## config.mk

```make
export PLATFORM = sky130hd
export DESIGN_NAME = audio_codec_i2s_flat
export DESIGN_NICKNAME = d
export VERILOG_FILES = /design/src/rtl/audio_codec_i2s_if.sv /design/src/rtl/audio_codec_i2s.sv /design/src/flat_wrapper.sv
export SDC_FILE = /design/constraint.sdc
export NUM_CORES = 1
export LEC_CHECK = 0
export ABC_AREA = 1
export CAP_MARGIN = 20
export CORE_MARGIN = 2
export CORE_UTILIZATION = 45
export DETAILED_ROUTE_END_ITERATION = 8
export PLACE_DENSITY = 0.87
export SYNTH_ARGS = -nofsm -noshare
export SYNTH_HDL_FRONTEND = slang
export SYNTH_SLANG_ARGS = --single-unit
```

## constraint.sdc

```tcl
create_clock -name aud_clk -period 1.8 [get_ports aud_clk]
set_clock_uncertainty 0.1 [all_clocks]
set_input_delay 0.36 -clock aud_clk [delete_from_list [all_inputs] [get_ports aud_clk]]
set_output_delay 0.36 -clock aud_clk [all_outputs]
set_load 0.02 [all_outputs]
```

## src/rtl/audio_codec_i2s_if.sv

```systemverilog
// rtl/audio_codec_i2s_if.sv - channel-master and codec pin bundle for the I2S serializer
interface audio_codec_i2s_if;
  logic        enable;
  logic [15:0] audio_output_l;
  logic [15:0] audio_output_r;
  logic [15:0] audio_input_l;
  logic [15:0] audio_input_r;
  logic [1:0]  sample_end;
  logic [1:0]  sample_req;
  logic        aud_bclk;
  logic        aud_daclrck;
  logic        aud_adclrck;
  logic        aud_dacdat;
  logic        aud_adcdat;

  modport master (
    input  enable, audio_output_l, audio_output_r, aud_adcdat,
    output audio_input_l, audio_input_r, sample_end, sample_req,
           aud_bclk, aud_daclrck, aud_adclrck, aud_dacdat
  );

  modport slave (
    output enable, audio_output_l, audio_output_r, aud_adcdat,
    input  audio_input_l, audio_input_r, sample_end, sample_req,
           aud_bclk, aud_daclrck, aud_adclrck, aud_dacdat
  );
endinterface

```

## src/rtl/audio_codec_i2s.sv

```systemverilog
// rtl/audio_codec_i2s.sv - I2S master: BCLK/LRCK generation, 16-bit DAC shift-out, ADC shift-in
module audio_codec_i2s #(
  parameter int BCLK_DIV = 4,
  parameter int SLOT     = 16
) (
  input  logic               aud_clk,
  input  logic               aud_reset,
  audio_codec_i2s_if.master  bus
);
  localparam int DW = (BCLK_DIV > 2) ? $clog2(BCLK_DIV) : 1;
  localparam int BW = $clog2(2 * SLOT);
  localparam int PW = $clog2(SLOT);
  localparam logic [DW-1:0] DIV_LAST   = DW'(BCLK_DIV - 1);
  localparam logic [BW-1:0] BIT_LAST   = BW'(2 * SLOT - 1);
  localparam logic [BW-1:0] SLOT_LAST  = BW'(SLOT - 1);
  localparam logic [BW-1:0] SLOT_FIRST = BW'(SLOT);

  logic [DW-1:0]   div_cnt_q, div_cnt_d;
  logic            bclk_q, bclk_d;
  logic [BW-1:0]   bit_cnt_q, bit_cnt_d;
  logic            lrck_q, lrck_d;
  logic [SLOT-1:0] dac_shift_q, dac_shift_d;
  logic            dacdat_q, dacdat_d;
  logic            adc_reg_q, adc_reg_d;
  logic [SLOT-1:0] adc_shift_q, adc_shift_d;
  logic            full_q, full_d;
  logic [SLOT-1:0] input_l_q, input_l_d;
  logic [SLOT-1:0] input_r_q, input_r_d;
  logic [1:0]      sample_end_q, sample_end_d;
  logic [1:0]      sample_req_q, sample_req_d;

  logic            idle;
  logic            tick;
  logic            rise_stb;
  logic            fall_stb;
  logic [BW-1:0]   bit_nxt;
  logic [PW-1:0]   pos_nxt;
  logic [PW-1:0]   pos_cur;
  logic [PW-1:0]   dac_idx;
  logic [SLOT-1:0] adc_word;

  always_comb begin
    idle     = aud_reset | ~bus.enable;
    tick     = (div_cnt_q == DIV_LAST);
    rise_stb = tick & ~bclk_q;
    fall_stb = tick & bclk_q;
    bit_nxt  = (bit_cnt_q == BIT_LAST) ? '0 : bit_cnt_q + 1'b1;
    pos_nxt  = bit_nxt[PW-1:0];
    pos_cur  = bit_cnt_q[PW-1:0];
    // slot position k emits bit SLOT-k, i.e. the two's complement of k within the slot
    dac_idx  = ~pos_nxt + 1'b1;
    adc_word = {adc_shift_q[SLOT-2:0], adc_reg_q};

    div_cnt_d    = tick ? '0 : div_cnt_q + 1'b1;
    bclk_d       = bclk_q ^ tick;
    bit_cnt_d    = bit_cnt_q;
    lrck_d       = lrck_q;
    dac_shift_d  = dac_shift_q;
    dacdat_d     = dacdat_q;
    adc_reg_d    = bus.aud_adcdat;
    adc_shift_d  = adc_shift_q;
    full_d       = full_q;
    input_l_d    = input_l_q;
    input_r_d    = input_r_q;
    sample_end_d = '0;
    sample_req_d = '0;

    if (fall_stb) begin
      bit_cnt_d    = bit_nxt;
      lrck_d       = (bit_nxt >= SLOT_FIRST);
      sample_req_d = {bit_nxt == BIT_LAST, bit_nxt == SLOT_LAST};
      if (pos_nxt == '0) begin
        dacdat_d    = dac_shift_q[0];
        dac_shift_d = bit_nxt[PW] ? bus.audio_output_r : bus.audio_output_l;
      end else begin
        dacdat_d = dac_shift_q[dac_idx];
      end
    end

    if (rise_stb) begin
      adc_shift_d = adc_word;
      // only a slot whose MSB was captured after reset may be reported
      if (pos_cur == PW'(1)) begin
        full_d = 1'b1;
      end
      if (full_q && pos_cur == '0) begin
        if (bit_cnt_q[PW]) begin
          input_l_d       = adc_word;
          sample_end_d[1] = 1'b1;
        end else begin
          input_r_d       = adc_word;
          sample_end_d[0] = 1'b1;
        end
      end
    end
  end

  always_ff @(posedge aud_clk) begin
    if (idle) begin
      div_cnt_q    <= '0;
      bclk_q       <= 1'b0;
      bit_cnt_q    <= BIT_LAST;
      lrck_q       <= 1'b1;
      dac_shift_q  <= '0;
      dacdat_q     <= 1'b0;
      adc_reg_q    <= 1'b0;
      adc_shift_q  <= '0;
      full_q       <= 1'b0;
      input_l_q    <= '0;
      input_r_q    <= '0;
      sample_end_q <= '0;
      sample_req_q <= '0;
    end else begin
      div_cnt_q    <= div_cnt_d;
      bclk_q       <= bclk_d;
      bit_cnt_q    <= bit_cnt_d;
      lrck_q       <= lrck_d;
      dac_shift_q  <= dac_shift_d;
      dacdat_q     <= dacdat_d;
      adc_reg_q    <= adc_reg_d;
      adc_shift_q  <= adc_shift_d;
      full_q       <= full_d;
      input_l_q    <= input_l_d;
      input_r_q    <= input_r_d;
      sample_end_q <= sample_end_d;
      sample_req_q <= sample_req_d;
    end
  end

  assign bus.aud_bclk      = bclk_q;
  assign bus.aud_daclrck   = lrck_q;
  assign bus.aud_adclrck   = lrck_q;
  assign bus.aud_dacdat    = dacdat_q;
  assign bus.audio_input_l = input_l_q;
  assign bus.audio_input_r = input_r_q;
  assign bus.sample_end    = sample_end_q;
  assign bus.sample_req    = sample_req_q;
endmodule

```

## src/flat_wrapper.sv

```systemverilog
// flat-port wrapper written by rule: the top's interface ports become plain ports
module audio_codec_i2s_flat 
#(
  parameter int BCLK_DIV = 4,
  parameter int SLOT     = 16
)
  (aud_clk, aud_reset, bus_enable, bus_audio_output_l, bus_audio_output_r, bus_aud_adcdat, bus_audio_input_l, bus_audio_input_r, bus_sample_end, bus_sample_req, bus_aud_bclk, bus_aud_daclrck, bus_aud_adclrck, bus_aud_dacdat);
  audio_codec_i2s_if bus_i ();
  input  logic aud_clk;
  input  logic aud_reset;
  input wire logic [$bits(bus_i.enable)-1:0] bus_enable;
  input wire logic [$bits(bus_i.audio_output_l)-1:0] bus_audio_output_l;
  input wire logic [$bits(bus_i.audio_output_r)-1:0] bus_audio_output_r;
  input wire logic [$bits(bus_i.aud_adcdat)-1:0] bus_aud_adcdat;
  output wire logic [$bits(bus_i.audio_input_l)-1:0] bus_audio_input_l;
  output wire logic [$bits(bus_i.audio_input_r)-1:0] bus_audio_input_r;
  output wire logic [$bits(bus_i.sample_end)-1:0] bus_sample_end;
  output wire logic [$bits(bus_i.sample_req)-1:0] bus_sample_req;
  output wire logic [$bits(bus_i.aud_bclk)-1:0] bus_aud_bclk;
  output wire logic [$bits(bus_i.aud_daclrck)-1:0] bus_aud_daclrck;
  output wire logic [$bits(bus_i.aud_adclrck)-1:0] bus_aud_adclrck;
  output wire logic [$bits(bus_i.aud_dacdat)-1:0] bus_aud_dacdat;
  assign bus_i.enable = bus_enable;
  assign bus_i.audio_output_l = bus_audio_output_l;
  assign bus_i.audio_output_r = bus_audio_output_r;
  assign bus_i.aud_adcdat = bus_aud_adcdat;
  assign bus_audio_input_l = bus_i.audio_input_l;
  assign bus_audio_input_r = bus_i.audio_input_r;
  assign bus_sample_end = bus_i.sample_end;
  assign bus_sample_req = bus_i.sample_req;
  assign bus_aud_bclk = bus_i.aud_bclk;
  assign bus_aud_daclrck = bus_i.aud_daclrck;
  assign bus_aud_adclrck = bus_i.aud_adclrck;
  assign bus_aud_dacdat = bus_i.aud_dacdat;
  audio_codec_i2s #(.BCLK_DIV(BCLK_DIV), .SLOT(SLOT)) u_core (.aud_clk(aud_clk), .aud_reset(aud_reset), .bus(bus_i));
endmodule
```

==> results.md, run 1 <==
- Total GRT Usage: around 25%
- Die height: approximately 91 um
- Reg area: 1570 um^2
- Initial antenna violation count: 0
- Combinational Power Share: 5.4%
- Max incr delay on CP: about 360 ps
- Avg Cell Area, Syn: a little under 8 um^2
- Top layer in use: met4
- Pin count of the biggest net entering global routing: 33
- HPWL Detailed: between 5000 and 6000 um
- Filler Cells Inserted: about 460
- Net Count, Synth: 470
- Slew margin rel.: between 70 and 80%
- Placer Congestion: roughly 0.86
- Starting density of the core: approximately 46%
- Clock Latency Late Sink: approximately 360 ps
- Crit path buf inv count: 1
- Antenna viol nets, final: 0
- Total CTS buffers: 9
- Nets: 576
- Critical path origin: u_core.bit_cnt_q[0]
- Switch share: 21.1%
- H-tree depth: 3
- Commonest non-fill, non-tap cell in the layout: dfxtp_1
- Top cell type's share of synthesized area: between 40% and 50%
- Reg2reg end: u_core.bus.aud_dacdat
- Met3 routed wirelength: 1080 um
- FMAX: between 400 and 500 MHz
- DR WL/cell: around 20 um
- Hold-fix buffers, CTS: 0
- Most used cell, CP: nand2_1
- Commonest cells after routing, fill and taps aside: dfxtp_1, nor2_1, clkdlybuf4s50_1, nand2_1, inv_1
- Internal Power: 2.68 mW
- Post-synth cell types: 25
- Clock tree buffer depth: 2
- Die width: 90.8 um
- Leakage: about 2.5 nW
- Hold depth: 1
- Post-route setup slack: -497 ps
- Clock sinks: 78
- FF-to-FF setup slack: -500 ps
- Final global-route overflow total: 0
- CORE AREA: ~7300 um^2
- Iter 0 DRT Violations: approximately 420
- Critical path capture point type: register
- Pwr Total: between 3 and 4 mW
- Die area: 8240 um^2
- Drt pass-1 iters: 6
- CP top delay family: simple AND/OR/NAND/NOR gates
- Register area share after synthesis: around 46%
- Metal-1 WL: around 4600 um
- WL met2: 5860 um
- PwrDens: 654 nW/um^2
- DP Cell Count: 603
- Largest area contributor in the netlist: dfxtp_1
- Critical path launch point type: register
- Hold worst-path end: u_core.div_cnt_q[0]
- Vias post-DR: 3,702
- Length in cells of the worst reg-to-reg path: 14
- Synth top area cells: dfxtp_1, nand2_1, nor2_1
- Worst-path fanout max: 5
- Syn-to-layout area delta: 53.2%
- Via density per instance: slightly below 6
- HP Class: register to register
- Clk pwr share: a little over two fifths
- Port Buffers: 75
- Worst Tran Pin Value: 330 ps
- Status: complete, but fails checks
- Area of the multi-input gates: 1880 um^2
- Endpoints failing hold: 0
- Share of post-route cells with drive strength above 1: between 20 and 30%
- RSZ-0062 raised after global routing: true
- Yosys warning count: 0
- Switching Power: 716 uW
- First-pass GRT wire length: around 17,000 um
- Number of global-route vias before repair: between 3,000 and 4,000
- Maximum vdd drop: 0.530 mV
- CP max-delay cell: dfxtp_4
- RR Startpoint: u_core.bit_cnt_q[0]
- Number of synthesized register bits: 78
- Finished Layout Cells: 634
- Fin crit share: 128%
- Ordered list of cells on the worst path: ha_4 -> nand2_4 -> nor2_4 -> ha_4 -> nor2_4 -> buf_2 -> nand2_1 -> o21ai_0 -> nand2_1 -> nand3_1 -> nand3_1 -> nand3_2 -> nand2_2 -> nand2_1
- Failing checks: setup timing
- Syn Inst Count: 426
- CTS tree: built
- Root Driver: clkbuf_8
- Final setup violation count: 20
- Flop pwr share: between 50% and 60%
- ANT cells: 0
- CTS clock-pin slew for the worst setup and hold paths: about 80 ps
- Worst Hold Launch: u_core.div_cnt_q[0]
- Critical path type: register to register
- Worst EP arrival: ~2500 ps
- I/O pin total: 76
- Rows: 31
- Final WL: about 13,000 um
- Data required time at the worst endpoint: 2000 ps
- Area of the mapped netlist: between 3000 and 4000 um^2
- Crit path time final: approximately 2300 ps
- DRC: 0
- Slew Viols, Final: 0
- Max-Cap Viols: 0
==> state kept, by name, summed over array words and instances (netlist names), 2 cells and up <==
register                  cells
u_core.dac_shift_q           16
u_core.bus.sample_end         2
u_core.bus.audio_input_r     16
u_core.adc_shift_q           15
u_core.div_cnt_q              2
u_core.bus.audio_input_l     16
u_core.bus.sample_req         2
u_core.bit_cnt_q              4
==> what timing repair did <==
action | 4_1_cts | 5_1_grt
resized for setup | 43 | 72
pin swaps | 16 | 19
setup endpoints to repair | 21 | 70
setup buffers | 5 | 6
gates cloned | 2 | 4
==> synthesized netlist by cell type <==
library cell  number
dfxtp_1           78
nand2_1           68
nor2_1            64
inv_1             37
a21oi_1           32
o21ai_0           30
o21ai_1           25
nor2_2            23
mux2_2            16
clkbuf_1           8
ha_1               8
nand3_1            8
buf_6              6
a22oi_1            4
buf_2              3
buf_4              3
inv_4              2
nand3_2            2
nor2_8             2
nor3_1             2
a31oi_1            1
clkbuf_2           1
nand4_1            1
nand4_4            1
nor3b_1            1
==> per-layer routing <==
metal / up-vias / track usage, %
met1: 1736 / 28.1
met5: - / 0
li1: 1581 / -
met2: 279 / 42.9
met4: 0 / 15.0
met3: 106 / 6.01
==> cell families after synthesis <==
logic type      share of synthesized area (%)
mux                                      5.32
buf+inv                                  8.60
simple gates                             23.1
flops                                    46.1
fa+ha+maj                                2.95
compound gates                           13.9
==> final cells by class <==
type	count	area share [%]
Clock inverter	3	1.32
Timing Repair Buffer	115	23.9
Inverter	39	3.04
Sequential cell	78	30.2
Multi-Input combinational cell	288	36.2
Clock buffer	11	2.91
Timing Repair inverter	1	0.145
Tap cell	99	2.38
==> power groups by stage <==
stage                     Sequential [mW]  Clock [mW]  Combinational [mW]
after floorplan                      1.77           0              0.0573
after global placement               1.77           0               0.147
after detailed placement             1.77           0               0.150
after CTS                            1.73        1.47               0.165
after global routing                 1.73        1.56               0.195
final                                1.73        1.49               0.184
==> through the flow <==
stage          area, um^2  setup WS (ps)  util (%)  TNS, ps  hold WS (ps)
4_1_cts              4840           -103      66.3     -480           339
3_3_place_gp         4400          -87.9      60.3     -395           313
5_1_grt              5190           -470      71.2    -3340           373
2_1_floorplan        3450          -23.8         -     -167           304
6_report             5190           -497      71.2    -2330           336
3_5_place_dp         4400           -117      60.3    -1150           328
==> worst reg2reg max path, cell delays in order, from the launching register on <==
cell     delay, ps
dfxtp_4        360
ha_4           160
nand2_4         70
nor2_4          40
ha_4           190
nor2_4         240
buf_2          210
nand2_1         80
o21ai_0        140
nand2_1        140
nand3_1        120
nand3_1        120
nand3_2        120
nand2_2         60
nand2_1         70
==> worst max-delay path by stage <==
stage | to | slack (ps) | cells past startpoint
after floorplan | u_core.dac_shift_q[12] | -20 | 9
final | u_core.bus.aud_dacdat | -500 | 14
after detailed placement | u_core.bus.aud_dacdat | -120 | 16
after global routing | u_core.bus.aud_dacdat | -470 | 14
after global placement | u_core.dac_shift_q[5] | -90 | 8
after CTS | u_core.bus.aud_dacdat | -100 | 16
Power figures use the tool's default switching activity.
==> inputs of run 2 (changes only) <==
--- a/config.mk
+++ b/config.mk
@@ -6,7 +6,6 @@
 export NUM_CORES = 1
 export LEC_CHECK = 0
 export ABC_AREA = 1
-export CAP_MARGIN = 20
 export CORE_MARGIN = 2
 export CORE_UTILIZATION = 45
 export DETAILED_ROUTE_END_ITERATION = 8
==> results of run 2 <==
No change in the layout: final DEF, timing and power equal those of run 1.
